### src/rtl/hs_bridge_pkg.sv
// rtl/hs_bridge_pkg.sv - shared types, width constants and index helper for the hs_bridge arbiter
package hs_bridge_pkg;

  localparam int BRIDGE_WIDTH  = 8;
  localparam int ARB_N_SRC     = 4;
  localparam int ARB_MAX_BURST = 4;

  typedef enum logic [0:0] {S_ARB, S_GRANT} arb_state_t;

  // (a + b) mod n for a, b < n; avoids a divider in the wrap logic
  function automatic int unsigned wrap_add(input int unsigned a, input int unsigned b,
                                           input int unsigned n);
    int unsigned s;
    s = a + b;
    return (s >= n) ? s - n : s;
  endfunction

endpackage

### src/rtl/rr_pick.sv
// rtl/rr_pick.sv - first set request at or after ptr, searching upward with wrap
module rr_pick
  import hs_bridge_pkg::*;
#(
  parameter int  N_SRC = ARB_N_SRC,
  localparam int IW    = $clog2(N_SRC)
) (
  input  logic [N_SRC-1:0] req,
  input  logic [IW-1:0]    ptr,
  output logic             found,
  output logic [IW-1:0]    idx
);

  int unsigned j;

  always_comb begin
    found = 1'b0;
    idx   = '0;
    j     = 0;
    for (int unsigned k = 0; k < N_SRC; k++) begin
      j = wrap_add(32'(ptr), k, N_SRC);
      if (!found && req[j[IW-1:0]]) begin
        found = 1'b1;
        idx   = j[IW-1:0];
      end
    end
  end

endmodule

### src/rtl/hs_bridge_arb.sv
// rtl/hs_bridge_arb.sv - round-robin burst arbiter feeding one registered hs_bridge input port
module hs_bridge_arb
  import hs_bridge_pkg::*;
#(
  parameter int  N_SRC     = ARB_N_SRC,
  parameter int  WIDTH     = BRIDGE_WIDTH,
  parameter int  MAX_BURST = ARB_MAX_BURST,
  localparam int IW        = $clog2(N_SRC),
  localparam int BW        = $clog2(MAX_BURST + 1)
) (
  input  logic                   clk,
  input  logic                   rst,
  input  logic [N_SRC*WIDTH-1:0] src_data,
  input  logic [N_SRC-1:0]       src_valid,
  output logic [N_SRC-1:0]       src_ready,
  output logic [WIDTH-1:0]       dst_data,
  output logic                   dst_valid,
  input  logic                   dst_ready,
  output logic [IW-1:0]          grant_id,
  output logic                   busy
);

  arb_state_t       state_q, state_d;
  logic [IW-1:0]    gnt_q, gnt_d;
  logic [IW-1:0]    ptr_q, ptr_d;
  logic [BW-1:0]    beat_q, beat_d;
  logic             dvalid_q, dvalid_d;
  logic [WIDTH-1:0] ddata_q, ddata_d;

  logic             pick_found;
  logic [IW-1:0]    pick_idx;
  logic             in_grant;
  logic             gnt_valid;
  logic             gnt_ready;
  logic [WIDTH-1:0] gnt_data;
  logic             accept;
  logic             last_beat;
  logic             release_gnt;
  int unsigned      next_ptr;

  rr_pick #(.N_SRC(N_SRC)) u_pick (
    .req   (src_valid),
    .ptr   (ptr_q),
    .found (pick_found),
    .idx   (pick_idx)
  );

  assign in_grant  = (state_q == S_GRANT);
  assign gnt_valid = src_valid[gnt_q];
  assign gnt_data  = src_data[gnt_q*WIDTH +: WIDTH];
  // Output register can take a new beat when empty or being drained this cycle
  assign gnt_ready = !dvalid_q || dst_ready;
  assign accept    = in_grant && gnt_valid && gnt_ready;
  assign last_beat = (beat_q == BW'(MAX_BURST - 1));
  assign release_gnt = in_grant && ((accept && last_beat) || !gnt_valid);
  assign next_ptr  = wrap_add(32'(gnt_q), 1, N_SRC);

  always_ff @(posedge clk or posedge rst) begin
    if (rst) begin
      state_q  <= S_ARB;
      gnt_q    <= '0;
      ptr_q    <= '0;
      beat_q   <= '0;
      dvalid_q <= 1'b0;
      ddata_q  <= '0;
    end else begin
      state_q  <= state_d;
      gnt_q    <= gnt_d;
      ptr_q    <= ptr_d;
      beat_q   <= beat_d;
      dvalid_q <= dvalid_d;
      ddata_q  <= ddata_d;
    end
  end

  always_comb begin
    state_d  = state_q;
    gnt_d    = gnt_q;
    ptr_d    = ptr_q;
    beat_d   = beat_q;
    dvalid_d = dvalid_q;
    ddata_d  = ddata_q;
    case (state_q)
      S_ARB: begin
        if (pick_found) begin
          gnt_d   = pick_idx;
          beat_d  = '0;
          state_d = S_GRANT;
        end
      end
      S_GRANT: begin
        if (release_gnt) begin
          state_d = S_ARB;
          ptr_d   = next_ptr[IW-1:0];
        end
      end
      default: state_d = S_ARB;
    endcase
    if (accept) begin
      ddata_d  = gnt_data;
      dvalid_d = 1'b1;
      beat_d   = beat_q + BW'(1);
    end else if (dst_ready) begin
      dvalid_d = 1'b0;
    end
  end

  always_comb begin
    src_ready = '0;
    busy      = in_grant;
    if (in_grant) begin
      src_ready[gnt_q] = gnt_ready;
    end
  end

  assign dst_data  = ddata_q;
  assign dst_valid = dvalid_q;
  assign grant_id  = gnt_q;

endmodule

### config.mk
export PLATFORM = sky130hd
export DESIGN_NAME = hs_bridge_arb
export DESIGN_NICKNAME = d
export VERILOG_FILES = /design/src/rtl/hs_bridge_pkg.sv /design/src/rtl/rr_pick.sv /design/src/rtl/hs_bridge_arb.sv
export SDC_FILE = /design/constraint.sdc
export NUM_CORES = 1
export LEC_CHECK = 0
export BUFFER_PORTS_ARGS = -buffer_cell sky130_fd_sc_hd__buf_2
export CAP_MARGIN = 30
export CORE_ASPECT_RATIO = 0.8
export CORE_MARGIN = 8
export CORE_UTILIZATION = 25
export CTS_CLUSTER_DIAMETER = 40
export CTS_CLUSTER_SIZE = 10
export DETAILED_ROUTE_END_ITERATION = 16
export PLACE_DENSITY = 0.5
export SLEW_MARGIN = 0
export SYNTH_ARGS = -nofsm -noshare
export SYNTH_HDL_FRONTEND = slang
export SYNTH_HIERARCHICAL = 1
export SYNTH_SLANG_ARGS = --single-unit
### constraint.sdc
create_clock -name clk -period 1.7 [get_ports clk]
set_clock_uncertainty 0.1 [all_clocks]
set_input_delay 0.17 -clock clk [delete_from_list [all_inputs] [get_ports clk]]
set_output_delay 0.17 -clock clk [all_outputs]
set_load 0.02 [all_outputs]
==> After elaboration in Yosys (flattened, before gate mapping) <==
Index checks and enable logic that the tools add are counted.
{ "classes": {"add_sub_neg": 10, "n_lt_le_gt_ge": 11, "n_eq_ne": 2, "n_shift": 1, "muxes": 34, "bitwise_logic": 2, "reduce_logical": 20} }
{ "ops": {"columns": ["cell", "count"], "rows": [
  ["variable part select 32 x 6 -> 8 bit", 1],
  ["two-way mux 2 bit", 9],
  ["less-than comparator 2 x 3 -> 1 bit, second input constant", 5],
  ["two-way mux 1 bit", 14],
  ["greater-or-equal comparator 3 bit, second input constant", 4],
  ["binary-select mux 1 bit (select 2 bit)", 5],
  ["subtractor 2 x 1 -> 2 bit, second input constant", 5],
  ["two-way mux 3 bit", 3],
  ["logical AND 1 bit", 8],
  ["adder 2 x 1 -> 3 bit, second input constant", 2],
  ["adder 2 x 2 -> 3 bit, second input constant", 2],
  ["AND reduction 2 bit", 3],
  ["logical NOT 1 bit", 5],
  ["AND 4 bit", 1],
  ["two-way mux 4 bit", 1],
  ["nonzero test 2 bit", 2],
  ["adder 3 x 1 -> 3 bit, second input constant", 1],
  ["equality test 3 x 2 -> 1 bit, second input constant", 1],
  ["greater-or-equal comparator 2 x 3 -> 1 bit, second input constant", 1],
  ["demux 1 bit (select 2 bit)", 1],
  ["greater-or-equal comparator 2 x 1 -> 1 bit, second input constant", 1],
  ["logical OR 1 bit", 2],
  ["inequality test 2 x 1 -> 1 bit, second input constant", 1],
  ["case mux 1 bit (2 select lines)", 1],
  ["inverter 1 bit", 1]
]} }
{ "word_totals": {"register_bits": 17, "wordCells": 86} }

==> Depth between registers and ports, before layout <==
Gate-level depths: netlist of the first run.
{ "logic_depth": {"depth_word": 17, "mapped_depth": 6} }

==> Hierarchy <==
Netlist of the first run, hierarchy kept.
{ "modules_own_cells": {"columns": ["mod", "n_inst", "cells_each", "area_each_um2"], "rows": [
  ["hs_bridge_arb", 1, 80, 1086.0],
  ["rr_pick", 1, 15, 77.6]
]} }

==> Worst setup path after synthesis of the first run <==
Ideal clock, no wire load.
{ "synth_path": {"path_type": "reg-to-reg", "start": "register gnt_q[0] (netlist: grant_id[0])", "end": "register ddata_q[0] (netlist: dst_data[0])", "setup_time_ps": 125, "arrival_ps": 1556, "required_time_ps": 1475, "path_slack_ps": -81, "stages_incl_launch_ff": 4, "path_buffers": 1, "cell_sequence": "dfrtp_1 -> buf_4 -> mux4_1 -> mux2_4"} }
{ "synth_between": {"elab_chain_cells": 4} }
{ "synth_lines": {"columns": ["item", "line", "rtl"], "rows": [
  ["start, declared", "hs_bridge_arb.sv:24", "logic [IW-1:0] gnt_q, gnt_d;"],
  ["start signal, assigned", "hs_bridge_arb.sv:68", "gnt_q <= gnt_d;"],
  ["parallel branches: the longest is 4 deep, another holds variable part select 32 x 6 -> 8 bit", null, null],
  ["end signal, assigned", "hs_bridge_arb.sv:72", "ddata_q <= ddata_d;"],
  ["end, declared", "hs_bridge_arb.sv:28", "logic [WIDTH-1:0] ddata_q, ddata_d;"]
]} }
Parallel ways; which one is timed is not known. The select of a mux whose other input is x is not followed.
A chain may end at the register's enable or synchronous reset.

==> Worst setup path after layout of the first run <==
{ "layout_path": {"start": "register beat_q[0]", "end": "register ptr_q[1]"} }
{ "layout_between": {"elab_chain_cells": 5} }
{ "layout_lines": {"columns": ["item", "line", "rtl"], "rows": [
  ["start, declared", "hs_bridge_arb.sv:26", "logic [BW-1:0] beat_q, beat_d;"],
  ["start signal, assigned", "hs_bridge_arb.sv:70", "beat_q <= beat_d;"],
  ["equality test 3 x 2 -> 1 bit", "hs_bridge_arb.sv:54", "assign last_beat = (beat_q == BW'(MAX_BURST - 1));"],
  ["logical AND 1 bit", "hs_bridge_arb.sv:55", "assign release_gnt = in_grant && ((accept && last_beat) || !gnt_valid);"],
  ["logical OR 1 bit", "hs_bridge_arb.sv:55", null],
  ["logical AND 1 bit", "hs_bridge_arb.sv:55", null],
  ["AND reduction 2 bit (no line)", null, null],
  ["end signal, assigned", "hs_bridge_arb.sv:69", "ptr_q <= ptr_d;"],
  ["end, declared", "hs_bridge_arb.sv:25", "logic [IW-1:0] ptr_q, ptr_d;"]
]} }
No other way between the ends.

==> impl_metrics.ini, run 1 <==
[outcome]
status = finished clean

[yosys]
synth_cells = 95
ys_types = 29
yosysWarnings = 6
syn-mean-instance-area_um2 = 12.2
synth_seq_area_share_pct = 36.6
syn-num-nets = 140
yosysTopAreaCellShare_pct = 36.6
ys_ff_latch = 17
synth.cell_area_mm2 = 0.00116
synth_area_leaders = dfrtp_1 (37%), mux4_1 (14%), mux2_4 (9.0%)
synth.largest_area_cell = dfrtp_1

[timing]
slew_headroom_pct = 54.4
finalSetupViolations = 0
rsz0062_at_grt = yes
max_freq_mhz = 606
min_period_ns = 1.65
finalHoldViolCount = 0
hold_ws_ns = 0.215
final.setup.worst_slack_ns = 0.0506
drv_slew = 0
tightest_slew_ns = 0.683
finalCritPeriodShare_pct = 97.0

[setup_path]
end_kind = flop
required_ns = 1.74
timing.rr.end = ptr_q[1]
critPathMostFrequentCell = ha_1
arrival_ns = 1.69
path_buf_inv = 0
path_class = reg -> reg
critical_path.cell_chain = ha_1 > ha_1 > a32oi_1 > nand2_1 > mux2_1
slowest_delay_ns = 0.40
critical_path.max_fanout = 3
reg2reg_from = beat_q[0]
cpMaxStageDelayCell = dfrtp_1
r2r_cells = 5
start_kind = flop
path_delay_family = adder cells
regToRegSetupSlack_ns = 0.05

[power_and_ir_drop]
total_leakage_power_nw = 0.865
p_per_area_mw_per_mm2 = 1730
ir_worst_vdd_mv = 0.593

[cells_and_area]
layout.nets = 204
final_cell_mix = buf_2 (52), dfrtp_1 (15), inv_1 (9), buf_4 (9)
final_common_cell = buf_2
seq_area_um2 = 428
drive_above_1_share_pct = 52.5
n_antenna_cell = 0
fin_util_pct = 35.7
n_fill_cell = 475
multiInputGateArea_um2 = 674
final_cells = 218
area_growth_pct = 39.4

[floorplan]
die_w_um = 92.3
die-area_mm2 = 0.00711
start_util_pct = 25.6
rows = 22
die_height_um = 77.0
coreArea_mm2 = 0.00454
ios = 55

[clock_tree]
tritoncts = built
ctsRootBufferMaster = clkbuf_8
clkLatencyLatePin_ns = 0.25
cts_made_buffers = 3
cts_max_level = 1
clock_path_buffers = 2
cts_sinks = 17
clkSlewWorstSetupHoldPaths_ns = 0.07

[routing]
ant_nets = 0
drtPass1Iterations = 4
drt_wl_total_mm = 3.14
drt_iter0_markers = 75
vias = 965
drc = 0
post_drt_wl_per_cell_um = 14.4
viasPerCell = 4.43

[worst_hold_path]
whs_path_depth = 3
hp-class = in -> reg
hp-start = dst_ready
hold_end = dst_valid

[place]
gp_congestion = 0.786
portBuffers = 54
dp_hpwl_mm = 2.61
dp_slack_ns = -0.00868
placedCellCount = 212

[global_routing]
first_global_vias = 1063
grt_overflow = 0
grt_antenna_before_repair = 0
grt_pass1_wl_mm = 5.20
grt_usage_pct = 9.04
grt_max_degree = 18

[flow_run]
maxCapViolations = 0
[layer usage]
layer | wire (um) | part of all wire, % | track usage (%)
met5 | 0 | 0 | 0
met4 | 41 | 1.3 | 2.89
met2 | 1490 | 47 | 15.0
met1 | 1440 | 46 | 10.9
met3 | 169 | 5.4 | 2.72
[flip-flops by register name, summed over array words and instances (netlist names)]
name and count:
busy 1, beat_q 3, grant_id 2, dst_data 8, dst_valid 1, ptr_q 2
[how the worst max path moves through the flow]
stage,startpoint,to,slack (ns),cells after the start
after floorplan,grant_id[0],dst_data[0],0.01,3
after global placement,beat_q[0],ptr_q[1],0.04,5
after detailed placement,grant_id[1],dst_data[5],-0.009,4
after CTS,grant_id[0],src_ready[2],0.02,5
after global routing,beat_q[0],ptr_q[1],-0.01,5
final,beat_q[0],ptr_q[1],0.05,5
[logic make-up after synthesis]
kind of cell / Yosys count / share of synthesized area [%]
simple gates: 23 / 10.3
compound gates: 10 / 6.13
flops: 17 / 36.6
buf+inv: 15 / 5.91
fa+ha+maj: 6 / 6.45
mux: 24 / 34.6
[worst reg2reg max path, delay by kind of cell, from the launching register on]
| family | cells | cell delay (ns) |
|---|---|---|
| simple gates | 1 | 0.09 |
| compound gates | 1 | 0.23 |
| fa+ha+maj | 2 | 0.41 |
| mux | 1 | 0.31 |
| flops | 1 | 0.40 |
[metrics by stage]
step	setup TNS (ns)	power, W	instance area [um^2]
final	0	0.00281	1620
after global routing	-0.0346	0.00303	1620
after CTS	0	0.00284	1610
after detailed placement	-0.00884	0.00251	1550
after global placement	0	0.00247	1550
after floorplan	0	0.00197	1170
[synthesized netlist by cell type]
master and instances:
o21ai_0 1, buf_6 1, nand3_1 3, nand2b_1 4, ha_1 6, a221o_1 1
mux4_2 2, buf_4 1, nor2_1 2, mux2_1 2, and3_1 4, o221ai_1 1
dfrtp_1 17, inv_2 2, buf_2 1, mux4_1 6, and2_1 1, nand2_1 7
inv_1 9, nand2_2 1, a32oi_1 1, clkbuf_1 1, mux2_4 7, nand2b_2 1
a21oi_1 4, o22ai_2 1, mux2_2 2, a31oi_1 1, mux2i_1 5
[area by class of cell]
type / count / share of cell area [%]
clock buffers: 4 / 2.78
flip-flops and latches: 17 / 26.4
inverters: 11 / 2.55
well taps: 60 / 4.63
multi-input cells: 63 / 41.6
repair buffers: 63 / 22.1
[what timing repair did]
| action | CTS | global route |
|---|---|---|
| endpoints found under the setup margin | 2 | 5 |
| setup buffers | 0 | 1 |
| resized for setup | 1 | 2 |
| hold endpoints to repair | 17 | 0 |
| hold buffers | 1 | 0 |
[power breakdown]
group          internal, W  total (W)  leakage, nW  switching (W)
clock             0.000166   0.000302       0.0228       0.000136
sequential        0.000607   0.000758        0.201       0.000151
combinational     0.000913    0.00175        0.641       0.000839
(Power assumes the default switching activity.)
==> run 2: changes to the inputs <==
- CORE_UTILIZATION: 25 -> 41
- CTS_BUF_LIST: unset -> sky130_fd_sc_hd__clkbuf_8 sky130_fd_sc_hd__clkbuf_16
- PLACE_DENSITY: 0.5 -> 0.75
==> run 2 against run 1 <==
  * Utilization grew 24 points
  * Total power rose by 3.1%
  * Critical path depth fell by 1
  * Worst hold slack improved by 0.0045 ns
  * First-iteration DRC count is 55% lower
  * Fmax hardly changed
  * Critical path type unchanged
==> impl_metrics.ini, run 2 (synthesized netlist as in run 1, its figures left out) <==
[floorplan]
start_util_pct = 42.7
rows = 17
die_w_um = 75.6
die-area_mm2 = 0.00481
die_height_um = 63.7
coreArea_mm2 = 0.00272
ios = 55

[global_routing]
grtUsageMet3_pct = 2.69
grt-busiest-layer = met2
grt_usage_pct = 13.3
first_global_vias = 1085
grt_antenna_before_repair = 0
grt_pass1_wl_mm = 4.98
grt_overflow = 0
grt_max_degree = 18
use_met1_pct = 13.5
grt_util_met2_pct = 24.8

[cells_and_area]
final_common_cell = buf_2
layout.nets = 205
largest_reg_flops = 8
drive_above_1_share_pct = 54.7
final_cell_mix = buf_2 (53), dfrtp_1 (15), inv_1 (9)
n_fill_cell = 242
n_antenna_cell = 0
stdcell_area_mm2 = 0.00161
area_growth_pct = 38.7

[routing]
drtPass1Iterations = 4
ant_nets = 0
vias = 1016
drt_wl_total_mm = 3.20
drc = 0
post_drt_wl_per_cell_um = 16.2
drt_iter0_markers = 34
viasPerCell = 5.16

[setup_path]
path_class = reg -> reg
path_buf_inv = 0
slowest_delay_ns = 0.44
required_ns = 1.73
arrival_ns = 1.68
start_kind = flop
end_kind = flop
critical_path.max_fanout = 9
path_delay_family = multiplexers
critical_path.cell_chain = mux2i_1 > o22ai_2 > nand2_4 > mux2_2
cpMaxStageDelayCell = dfrtp_2

[power_and_ir_drop]
ir_worst_vdd_mv = 0.682
power_switching_w = 0.00118
p_per_area_mw_per_mm2 = 1800
p_int_w = 0.00172
p_sw_share_pct = 40.7
finalPower_w = 0.00290
combinationalPowerShare_pct = 62.8
power_frac_clock_pct = 10.2
pwr-share-seq_pct = 27.0
total_leakage_power_nw = 0.873

[timing]
finalSetupViolations = 0
finalCritPeriodShare_pct = 97.0
tightest_slew_ns = 0.638
slew_headroom_pct = 57.4
max_freq_mhz = 607
finalHoldViolCount = 0
drv_slew = 0
min_period_ns = 1.65

[place]
dpl_cell_area_mm2 = 0.00149
gp_congestion = 0.797
dp_hpwl_mm = 2.43
portBuffers = 54

[clock_tree]
tritoncts = built
cts_sinks = 17
cts_max_level = 1
clkLatencyLatePin_ns = 0.25
ctsRootBufferMaster = clkbuf_8
cts_made_buffers = 3
clkSlewWorstSetupHoldPaths_ns = 0.07
clock_path_buffers = 2

[outcome]
status = finished clean

[flow_run]
maxCapViolations = 0

[worst_hold_path]
hp-class = in -> reg
==> run 2: path summary, 6_finish.rpt <==
| kind | endpoint | startpoint | slack, ns | cells past startpoint |
|---|---|---|---|---|
| max in group asynchronous | grant_id[0] | rst | 0.60 | 3 |
| setup / recovery | dst_data[5] | grant_id[1] | 0.05 | 4 |
| hold / removal | dst_valid | dst_ready | 0.22 | 3 |
| min in group asynchronous | dst_data[0] | rst | 0.45 | 3 |
| hold reg to reg | dst_data[1] | dst_data[1] | 0.42 | 1 |
| setup reg to reg | dst_data[5] | grant_id[1] | 0.05 | 4 |
==> run 2: what timing repair did <==
item	in CTS	in global routing
setup buffers	1	3
endpoints found under the setup margin	5	7
gates cloned	0	0
gates resized for setup	2	4
endpoints found under the hold margin	17	0
hold buffers	1	0
pin swaps	0	2
==> run 2: final cells by class <==
cell class / count / area [um^2] / share of cell area, %
well taps: 38 / 47.5 / 2.95
repair buffers: 64 / 370 / 22.9
multi-input cells: 63 / 681 / 42.2
flip-flops and latches: 17 / 428 / 26.5
clock buffers: 3 / 41.3 / 2.56
clock inverters: 1 / 5.00 / 0.310
inverters: 11 / 41.3 / 2.56
==> run 2: metrics by stage <==
| stage | std cells | utilization [%] | setup slack, ns | setup TNS, ns | hold WS (ns) |
|---|---|---|---|---|---|
| after floorplan | 95 | - | 0.0104 | 0 | -0.00407 |
| after global placement | 188 | 54.9 | 0.0792 | 0 | 0.164 |
| after detailed placement | 188 | 54.9 | 0.0138 | 0 | 0.186 |
| after CTS | 194 | 58.0 | 0.0317 | 0 | 0.214 |
| after global routing | 197 | 59.3 | -0.0158 | -0.0284 | 0.234 |
| final | 197 | 59.3 | 0.0514 | 0 | 0.220 |
==> run 2: power groups by stage <==
| stage | sequential, W | clock, W | combinational (W) |
|---|---|---|---|
| after global placement | 0.000803 | 0 | 0.00155 |
| after CTS | 0.000773 | 0.000307 | 0.00175 |
| after floorplan | 0.000926 | 0 | 0.00104 |
| after detailed placement | 0.000815 | 0 | 0.00162 |
| final | 0.000782 | 0.000296 | 0.00182 |
| after global routing | 0.000803 | 0.000324 | 0.00195 |
==> run 2: worst min-delay path, cell delays in order <==
cell	delay, ns
buf_2	0.07
nand2b_2	0.20
nand2b_1	0.08
==> run 2: metal layers <==
metal  wire length (um)  up-vias
met3                147        4
met2               1750       39
li1                   -      473
met5                  0        -
met1               1250      500
met4                 50        0
